===== src/rtl/out_channel_checker.sv =====


module out_channel_fifo #(
  parameter int DataWidth = 12,
  parameter int Depth = 4
) (
  input  logic                 clock,
  input  logic                 reset,
  input  logic                 clear,
  input  logic                 push,
  input  logic [DataWidth-1:0] pushData,
  input  logic                 pop,
  output logic [DataWidth-1:0] headData,
  output logic                 empty,
  output logic                 full
);
  localparam int PtrWidth = $clog2(Depth);
  localparam int LevelWidth = $clog2(Depth + 1);

  logic [DataWidth-1:0]  mem [Depth];
  logic [PtrWidth-1:0]   rdPtr;
  logic [PtrWidth-1:0]   wrPtr;
  logic [LevelWidth-1:0] level;
  logic                  doPush;
  logic                  doPop;

  assign empty  = (level == '0);
  assign full   = (level == LevelWidth'(Depth));
  assign doPush = push && !full;
  assign doPop  = pop && !empty;

  always_ff @(posedge clock) begin
    if (doPush) mem[wrPtr] <= pushData;
  end

  // Power-of-two depth lets the pointers wrap by plain overflow.
  always_ff @(posedge clock) begin
    if (reset || clear) begin
      rdPtr <= '0;
      wrPtr <= '0;
      level <= '0;
    end else begin
      if (doPush) wrPtr <= wrPtr + PtrWidth'(1);
      if (doPop)  rdPtr <= rdPtr + PtrWidth'(1);
      case ({doPush, doPop})
        2'b10:   level <= level + LevelWidth'(1);
        2'b01:   level <= level - LevelWidth'(1);
        default: level <= level;
      endcase
    end
  end

  assign headData = mem[rdPtr];
endmodule



===== config.mk =====
export PLATFORM = sky130hd
export DESIGN_NAME = out_channel_fifo
export DESIGN_NICKNAME = d
export VERILOG_FILES = /design/src/rtl/out_channel_checker.sv
export SDC_FILE = /design/constraint.sdc
export NUM_CORES = 1
export LEC_CHECK = 0
export CORE_ASPECT_RATIO = 1.5
export CORE_MARGIN = 4
export CORE_UTILIZATION = 48
export CTS_CLUSTER_DIAMETER = 30
export DETAILED_ROUTE_END_ITERATION = 7
export GPL_TIMING_DRIVEN = 1
export PLACE_DENSITY = 0.77
export RECOVER_POWER = 50
export SYNTH_ARGS = -nofsm -noshare
export SYNTH_HDL_FRONTEND = slang
export SYNTH_SLANG_ARGS = --single-unit

===== constraint.sdc =====
create_clock -name clock -period 2.35 [get_ports clock]
set_input_delay 0.705 -clock clock [delete_from_list [all_inputs] [get_ports clock]]
set_output_delay 0.705 -clock clock [all_outputs]
set_load 0.01 [all_outputs]

== After elaboration in Yosys (flattened, before gate mapping) ==
Memory sizes are Yosys's and may differ from the RTL's. A register that Yosys moved wholly into a read port is not among the register bits.
Cells that the tools add are included.
Operators by class
  $add $sub $neg: 4
  equality and inequality tests: 3
  muxes and demuxes: 5
  reduce and logical (&&, ||, !) cells: 7
Operator list (count)
  3-bit one-hot mux with 2 select lines: 1
  2-bit by 1-bit adder with 2-bit output (second input constant): 2
  2-bit 2-to-1 mux: 2
  3-bit by 1-bit adder with 3-bit output (second input constant): 1
  3-bit == test (second input constant): 1
  3-bit zero test: 1
  3-bit by 1-bit subtractor with 3-bit output (second input constant): 1
  2-bit by 1-bit == test with 1-bit output (second input constant): 1
  2-bit == test (second input constant): 1
  1-bit logical AND: 2
  1-bit zero test: 2
  1-bit 2-to-1 mux: 2
  2-bit nonzero test: 1
  1-bit logical OR: 1
Storage, ports and cells
  flip-flop bits (word level): 7
  RAM bits: 48
  input port bits: 17
  output and inout bits: 14
  memories kept: 1
Memories
  mem: words 4, width 12, rd ports 1, clocked after memory_dff 1, write ports 1, line 20  | logic [DataWidth-1:0] mem [Depth];

== Logic depth before layout (Yosys ltp) ==
Gate-level depths: netlist (run 1).
  depth after elaboration: 5
  mapped depth: 10
  mapped depth without buffers: 9

== Worst setup path after synthesis (run 1) ==
OpenSTA, ideal clock, no wires.
  kind: register to register
  from: register level[1]
  to: register level[2]
  library setup time: 0.070 ns
  data arrival time: 2.272 ns
  data required time: 2.280 ns
  setup slack: 0.009 ns
  stages on the path, launching flop included: 11
  buffers on the path: 1
  clock period less this slack: 2.341 ns
  cell sequence: dfxtp_1 -> or3b_1 -> clkbuf_2 -> and2_4 -> inv_1 -> ha_1 -> inv_1 -> fa_1 -> xor2_1 -> or3_2 -> a21oi_1
Between the ends
  longest elaborated chain between the ends: 5
Ends and longest elaborated chain
  from (decl): line 23  | logic [LevelWidth-1:0] level;
  from (signal assigned): line 46  | 2'b10: level <= level + LevelWidth'(1);
  from (signal assigned): line 47  | 2'b01: level <= level - LevelWidth'(1);
  from (signal assigned): line 48  | default: level <= level;
  3-bit == test or 3-bit zero test (tied branches): line 28, 27
  1-bit zero test, on equally long branches: line 29, 30
  1-bit logical AND, on equally long branches: line 29, 30
  2-bit by 1-bit == test with 1-bit output or 2-bit == test (tied branches): line 45  | case ({doPush, doPop})
  3-bit one-hot mux with 2 select lines or 2-bit nonzero test (tied branches)
Several ways; a longest one is shown, not always the timed one.
A chain may end at the register's enable or synchronous reset.

== Worst setup path in the final report (run 1) ==
  from: input pop
  to: register level[2]
Between the ends
  longest elaborated chain between the ends: 3
Ends and longest elaborated chain
  from (decl): line 12  | input logic pop,
  1-bit logical AND (*): line 30  | assign doPop = pop && !empty;
  named net doPop: line 25  | logic doPop;
  2-bit by 1-bit == test with 1-bit output or 2-bit == test (tied branches): line 45
  3-bit one-hot mux with 2 select lines or 2-bit nonzero test (tied branches)
Mark *: on every way through the listed nets, which the timed path passes. The rest lies on a longest branch.

==> flow_summary_export.csv, run 1 <==
group,metric,value,unit
pwr,ir_worst_vdd,366.4,uV
setup_path,reg2reg_depth,9,
grt,antenna_found_initial,0,
route,wl_per_cell,17.01,um
floorplan,ios,31,
setup_path,cp_slowest_stage_delay,490,ps
route,routed_via_density,5.301,
cells_and_area,ff_latch_area,0.001632,sq mm
setup_path,criticalPathCategory,"primary input to flop",
yosys,seq_area_frac_synth,0.7293,
setup_path,r2r-end,"level[2]",
yosys,synth-seq-cells,57,
setup_path,crit_buf_inv,2,
setup_path,cp-start-kind,"primary input",
route,ant_nets,0,
sta,final-setup-viol-count,1,
grt,grt_start_max_net_pins,13,
setup_path,cp_slowest_cell,"clkdlybuf4s50_1",
pwr,powerDensity,710.6,mW/mm^2
route,wl,3725,um
placed_design,post-place-ws,-438.8,ps
cts,clkTransAtPathRegs,50,ps
floorplan,die_w,63.57,um
pwr,p_leak,1.001,nW
floorplan,chipHeight,91.36,um
setup_path,worstPathRequired,2600,ps
route,drc,0,
route,vias,1161,
route,drtPass1Iterations,4,
pwr,p_int,1.618,mW
yosys,ys.warnings.count,0,
hold_path,hold-path-endpoint,"rdPtr[0]",
status,status,"complete, but fails checks",
setup_path,reg2reg_from,"level[1]",
floorplan,core_area,0.004504,sq mm
status,violations,"negative setup slack",
cells_and_area,multi_input_area,589.3,sq um
grt,track_usage,0.1473,
cells_and_area,fin_area,0.002863,sq mm
sta,worstMarginPinSlew,610.0,ps
pwr,clkPwrFrac,0.368,
sta,report.final.slew_viol_count,0,
pwr,combPwrFrac,0.076,
setup_path,r2r_slack,80,ps
cts,cts-htree-levels,3,
cells_and_area,fin_util,0.6356,
cts,cts_root_buffer,"clkbuf_8",
cts,cts_tree,"done",
sta,period_share,1.003,
cts,cts_sinks,57,
cts,clk_path_buf_depth,2,
placed_design,dpl_cell_area,0.002650,sq mm
cts,cts_made_buffers,9,
yosys,synth.avg_cell_area,18.84,sq um
placed_design,io_buffers,30,
cells_and_area,layout.nets,189,
yosys,yosysUniqueCellTypes,27,
setup_path,path_delay_family,"simple AND/OR/NAND/NOR gates",
run,cap_violations,0,
yosys,syn-num-nets,141,
sta,fin_skew,10.32,ps
floorplan,start_util,0.4936,
placed_design,dp_hpwl,2433,um
setup_path,path_cells,"clkdlybuf4s50_1, nor2b_4, ha_4, inv_1, fa_2, xor2_1, or3_2, a21oi_2",
grt,overflow,0,
setup_path,cp_max_fo,2,
cells_and_area,drive_above_1_share,0.3158,
cells_and_area,diodes,0,
pwr,p_sw_frac,0.2047,
setup_path,arrival,2610,ps
setup_path,end_kind,"flop",
grt,grt_pass1_vias,1295,
yosys,synthesis.area,0.002223,sq mm
cells_and_area,syn_to_final_growth,28.76,%
sta,slew-limit-headroom,0.5933,
pwr,switchingPower,416.5,uW
floorplan,placementRows,30,
hold_path,whs_path_depth,2,
cts,cts_hold_buffers,0,
hold_path,hp-class,"flop to flop",
sta,fmax,0.4243,GHz
cts,clk_latency,330,ps
placed_design,place.gp.congestion,0.7288,
sta,timing.final.ws_setup,-6.743,ps
route,drt-initial-drc-count,58,
cells_and_area,fill_cells,313,
cts,postCtsSetupRepairBufs,0,
floorplan,dieArea,0.005807,sq mm
yosys,synthCells,118,
sta,fin_crit,2357,ps
sta,hold_viol,0,
hold_path,hp-start,"rdPtr[0]",
grt,grt_pass1_wl,6223,um
pwr,pwr-share-seq,0.556,
area by class of cell:
cell class	instances	share of cell area
flip-flops and latches	57	0.5699
multi-input cells	50	0.2059
repair buffers	41	0.1377
clock buffers	15	0.05463
well taps	48	0.02098
inverters	7	0.009178
clock inverters	1	0.001748
layout by cell type, fill, tap and decap left out, types with 2 or more instances in the layout:
cell type / synthesis / final
nor2_1: 4 / 4
clkdlybuf4s50_1: 0 / 3
o21ai_0: 4 / 4
inv_1: 7 / 6
and3_1: 0 / 2
nand2_1: 2 / 2
clkbuf_8: 0 / 10
clkbuf_1: 0 / 6
a21oi_1: 4 / 3
clkdlybuf4s15_1: 0 / 7
dfxtp_2: 0 / 2
dlygate4sd3_1: 0 / 13
buf_2: 0 / 3
xor2_1: 2 / 2
buf_4: 1 / 8
and3_2: 4 / 2
ha_1: 5 / 4
mux4_2: 12 / 12
dfxtp_1: 9 / 5
edfxtp_1: 48 / 48
dfxtp_4: 0 / 2
power by group through the flow:
stage | clock [mW] | sequential, mW | combinational [mW]
final | 0.748 | 1.13 | 0.155
after global routing | 0.813 | 1.13 | 0.172
after CTS | 0.769 | 1.13 | 0.158
after detailed placement | 0 | 1.15 | 0.163
after global placement | 0 | 1.15 | 0.157
after floorplan | 0 | 1.15 | 0.0678
per-stage QoR:
step	setup TNS, ps	hold WS (ps)	std cells	power (mW)
after floorplan	0	458.9	118	1.217
after global placement	-337.0	469.5	202	1.307
after detailed placement	-558.3	484.2	202	1.315
after CTS	-45.89	492.9	219	2.059
after global routing	-31.74	531.0	219	2.118
final	-6.743	496.8	219	2.034
worst max-delay path by stage:
stage	from	to	slack, ps	cells after the start
2_1_floorplan	level[1]	level[2]	9	10
3_3_place_gp	pop	level[2]	-330	8
3_5_place_dp	pop	level[2]	-440	8
4_1_cts	pop	level[2]	-50	8
5_1_grt	pop	level[2]	-30	8
6_report	pop	level[2]	-7	8
layer usage:
metal  vias to the layer above  GRT usage  wire (um)
met5                         -          0          0
li1                        558          -          -
met2                        26     0.2441       2024
met4                         0    0.07027         89
met3                         8    0.06436        185
met1                       569     0.1593       1425
synth_stat cells:
library cell,n,area (sq um)
nand2_1,2,7.510
nor2_1,4,15.01
edfxtp_1,48,1441
or3b_1,1,8.760
nand4_1,1,6.260
and2_4,1,8.760
or2_0,1,6.260
buf_1,1,3.750
o31ai_2,1,12.51
or3_1,1,6.260
clkbuf_2,2,10.01
buf_4,1,7.510
fa_1,1,20.02
ha_1,5,62.56
nor2b_1,1,6.260
nor3_1,1,5.000
or4b_1,1,10.01
a21o_2,1,8.760
inv_1,7,26.28
o21ai_0,4,20.02
dfxtp_1,9,180.2
xor2_1,2,17.52
mux4_2,12,270.3
or3_2,1,7.510
a21oi_1,4,20.02
nand3_1,1,5.000
and3_2,4,30.03
state kept, by name (all words and copies together) (netlist names), named ones only:
register	count
mem	48
level	3
rdPtr	2
wrPtr	2
cell families after synthesis:
kind of cell	after synthesis	synth area share
DFF	57	0.7293
and+or+nand+nor	20	0.05515
muxes	12	0.1216
buffers and inverters	11	0.02139
AOI/OAI and AO/OA	10	0.02758
adders and majority gates	6	0.03714
xor gates and xnor gates	2	0.007880
tightest hold or removal path, cell delays in order, from the launching register on:
cell and delay, ps:
dfxtp_1 320, nand2_1 70, o21ai_0 70
what timing repair did:
item                                    4_1_cts  5_1_grt
pin swaps                                     0        1
hold endpoints to repair                      0        0
gates cloned                                  1        0
resized for setup                            37       14
endpoints found under the setup margin       15        4
(Power assumes the default switching activity.)
==> run 2, diff against run 1 <==
Settings changed: CORE_UTILIZATION 48 to 53, PLACE_DENSITY 0.77 to 0.81.
Clock period 2.35 ns to 2.5 ns, I/O delays scaled along.
==> run 2 against run 1 <==
Effect of this change: the run now ends clean; combinational power decreased by 8%; clock power increased by 9.2%; cell count decreased by 1.4%; sequential share of layout area increased by 0.075 points.
==> flow_summary_export.csv, run 2 (synthesized netlist as in run 1, its figures left out) <==
group,metric,value,unit
status,status,"finished clean",
pwr,p_int,1.615,mW
cts,clk_path_buf_depth,2,
pwr,switchingPower,409.3,uW
setup_path,cp_slowest_stage_delay,520,ps
sta,final-setup-viol-count,0,
setup_path,cp_max_fo,12,
floorplan,ios,31,
placed_design,post-place-ws,-364.0,ps
sta,period_share,0.9660,
route,wl,4172,um
sta,holdWs,512.4,ps
setup_path,crit_end,"headData[11]",
cells_and_area,layout_commonest_cell,"edfxtp_1",
placed_design,dp_cells,200,
cells_and_area,largest_reg_flops,48,
setup_path,cp.depth,3,
cells_and_area,fin_area,0.002841,sq mm
sta,timing.final.ws_setup,84.96,ps
route,drt-initial-drc-count,19,
setup_path,r2r-end,"level[2]",
sta,fmax,0.4141,GHz
grt,grt_pass1_vias,1343,
setup_path,crit_buf_inv,2,
cells_and_area,biggestRegsByFlops,"mem (48), level (3)",
placed_design,place.gp.congestion,0.7235,
cts,clk_latency,330,ps
cells_and_area,layout.nets,189,
cts,cts_root_buffer,"clkbuf_8",
setup_path,reg2reg_from,"level[2]",
placed_design,io_buffers,30,
cells_and_area,fill_cells,261,
setup_path,path_cells,"buf_12, mux4_2, dlygate4sd2_1",
floorplan,dieArea,0.005317,sq mm
hold_path,hp-start,"rdPtr[1]",
floorplan,placementRows,28,
pwr,pwr-share-seq,0.526,
grt,antenna_found_initial,0,
grt,grt_start_max_net_pins,13,
sta,fin_skew,12.19,ps
pwr,powerDensity,712.5,mW/mm^2
floorplan,start_util,0.5567,
cells_and_area,syn_to_final_growth,27.80,%
sta,slew-limit-headroom,0.6135,
route,drc,0,
setup_path,arrival,1670,ps
cts,cts_sinks,57,
floorplan,core_area,0.003994,sq mm
cells_and_area,multi_input_area,576.8,sq um
pwr,p_total,2.025,mW
pwr,p_leak,1.005,nW
cts,cts_hold_buffers,0,
placed_design,dpl_cell_area,0.002654,sq mm
grt,overflow,0,
cells_and_area,final_cell_mix,"48 x edfxtp_1, 13 x dlygate4sd3_1, 13 x dlygate4sd2_1",
cts,clkTransAtPathRegs,70,ps
sta,fin_crit,2415,ps
cells_and_area,ff_latch_area,0.001622,sq mm
cells_and_area,drive_above_1_share,0.2632,
pwr,ir_worst_vdd,590.5,uV
sta,rsz0062_at_grt,"no",
hold_path,hp-class,"flop to flop",
grt,grt_pass1_wl,6561,um
route,vias,1236,
sta,hold_viol,0,
cells_and_area,layout.cells.non_filler,216,
sta,report.final.slew_viol_count,0,
pwr,combPwrFrac,0.071,
placed_design,dp_hpwl,2856,um
cts,cts_tree,"done",
run,cap_violations,0,
cells_and_area,diodes,0,
setup_path,worstPathRequired,1750,ps
floorplan,die_w,60.89,um
route,routed_via_density,5.722,
pwr,p_sw_frac,0.2022,
cts,cts-htree-levels,3,
setup_path,criticalPathCategory,"flop to output port",
setup_path,cp-start-kind,"flop",
setup_path,end_kind,"output port",
route,ant_nets,0,
cells_and_area,top_register,"mem",
route,wl_per_cell,19.31,um
setup_path,reg2reg_depth,9,
setup_path,r2r_slack,110,ps
setup_path,path_delay_family,"multiplexers",
pwr,clkPwrFrac,0.404,
sta,worstMarginPinSlew,579.7,ps
route,drtPass1Iterations,5,
floorplan,chipHeight,87.33,um
grt,track_usage,0.1820,
cts,cts_made_buffers,9,
cts,postCtsSetupRepairBufs,0,
setup_path,cp_slowest_cell,"mux4_2",
-- run 2: cell count changes in the layout (fill, tap and decap cells not counted), moves of 2 or more --
cell / previous run / this run
dfxtp_1: 5 / 9
dfxtp_4: 2 / 0
dlygate4sd2_1: 1 / 13
dfxtp_2: 2 / 0
buf_2: 3 / 0
clkdlybuf4s15_1: 7 / 0
-- run 2: area by class of cell --
class,instances,area share
sequential,57,0.5707
multi-input combinational,50,0.2030
timing repair buffer,41,0.1308
clock buffer,13,0.05240
tap,45,0.01982
clock inverter,3,0.01409
inverter,7,0.009247
-- run 2: how the worst min path moves through the flow --
stage / cells past startpoint / to / slack (ps)
floorplan: 2 / flop / 460
global placement: 2 / rdPtr[1] / 470
detailed placement: 2 / flop / 500
CTS: 2 / rdPtr[0] / 510
global route: 2 / flop / 540
finish: 2 / flop / 510
-- run 2: timing repair --
action                                  4_1_cts  5_1_grt
endpoints found under the setup margin       14        1
hold endpoints to repair                      0        0
resized for setup                            14        5
-- run 2: power by group through the flow --
stage                     Clock (mW)  Sequential [mW]  Combinational, mW
final                          0.817             1.06              0.143
after global routing           0.883             1.07              0.154
after CTS                      0.833             1.06              0.146
after detailed placement           0             1.08              0.156
after global placement             0             1.08              0.147
after floorplan                    0             1.08             0.0637
-- run 2: per-layer routing --
layer  vias to the layer above  wire (um)  track usage
li1                        560          -            -
met2                        40       2454       0.3291
met4                         0        106      0.09073
met3                        10        212      0.05935
met1                       626       1398       0.1762
met5                         -          0            0
-- run 2: tightest hold or removal path: cells and delay by family (launching register included) --
kind,cells,cell delay (ps)
compound gates,2,150
flops,1,310
-- run 2: per-stage QoR --
| stage | util | TNS, ps |
|---|---|---|
| floorplan | - | 0 |
| global placement | 0.6645 | -229.1 |
| detailed placement | 0.6645 | -423.4 |
| CTS | 0.7090 | 0 |
| global route | 0.7115 | 0 |
| finish | 0.7115 | 0 |
==> run 3, diff against run 2 <==
Settings changed: CTS_CLUSTER_DIAMETER 30 to 100.
==> results of run 3 <==
The final DEF is identical to that of run 2; final timing and power are the same.
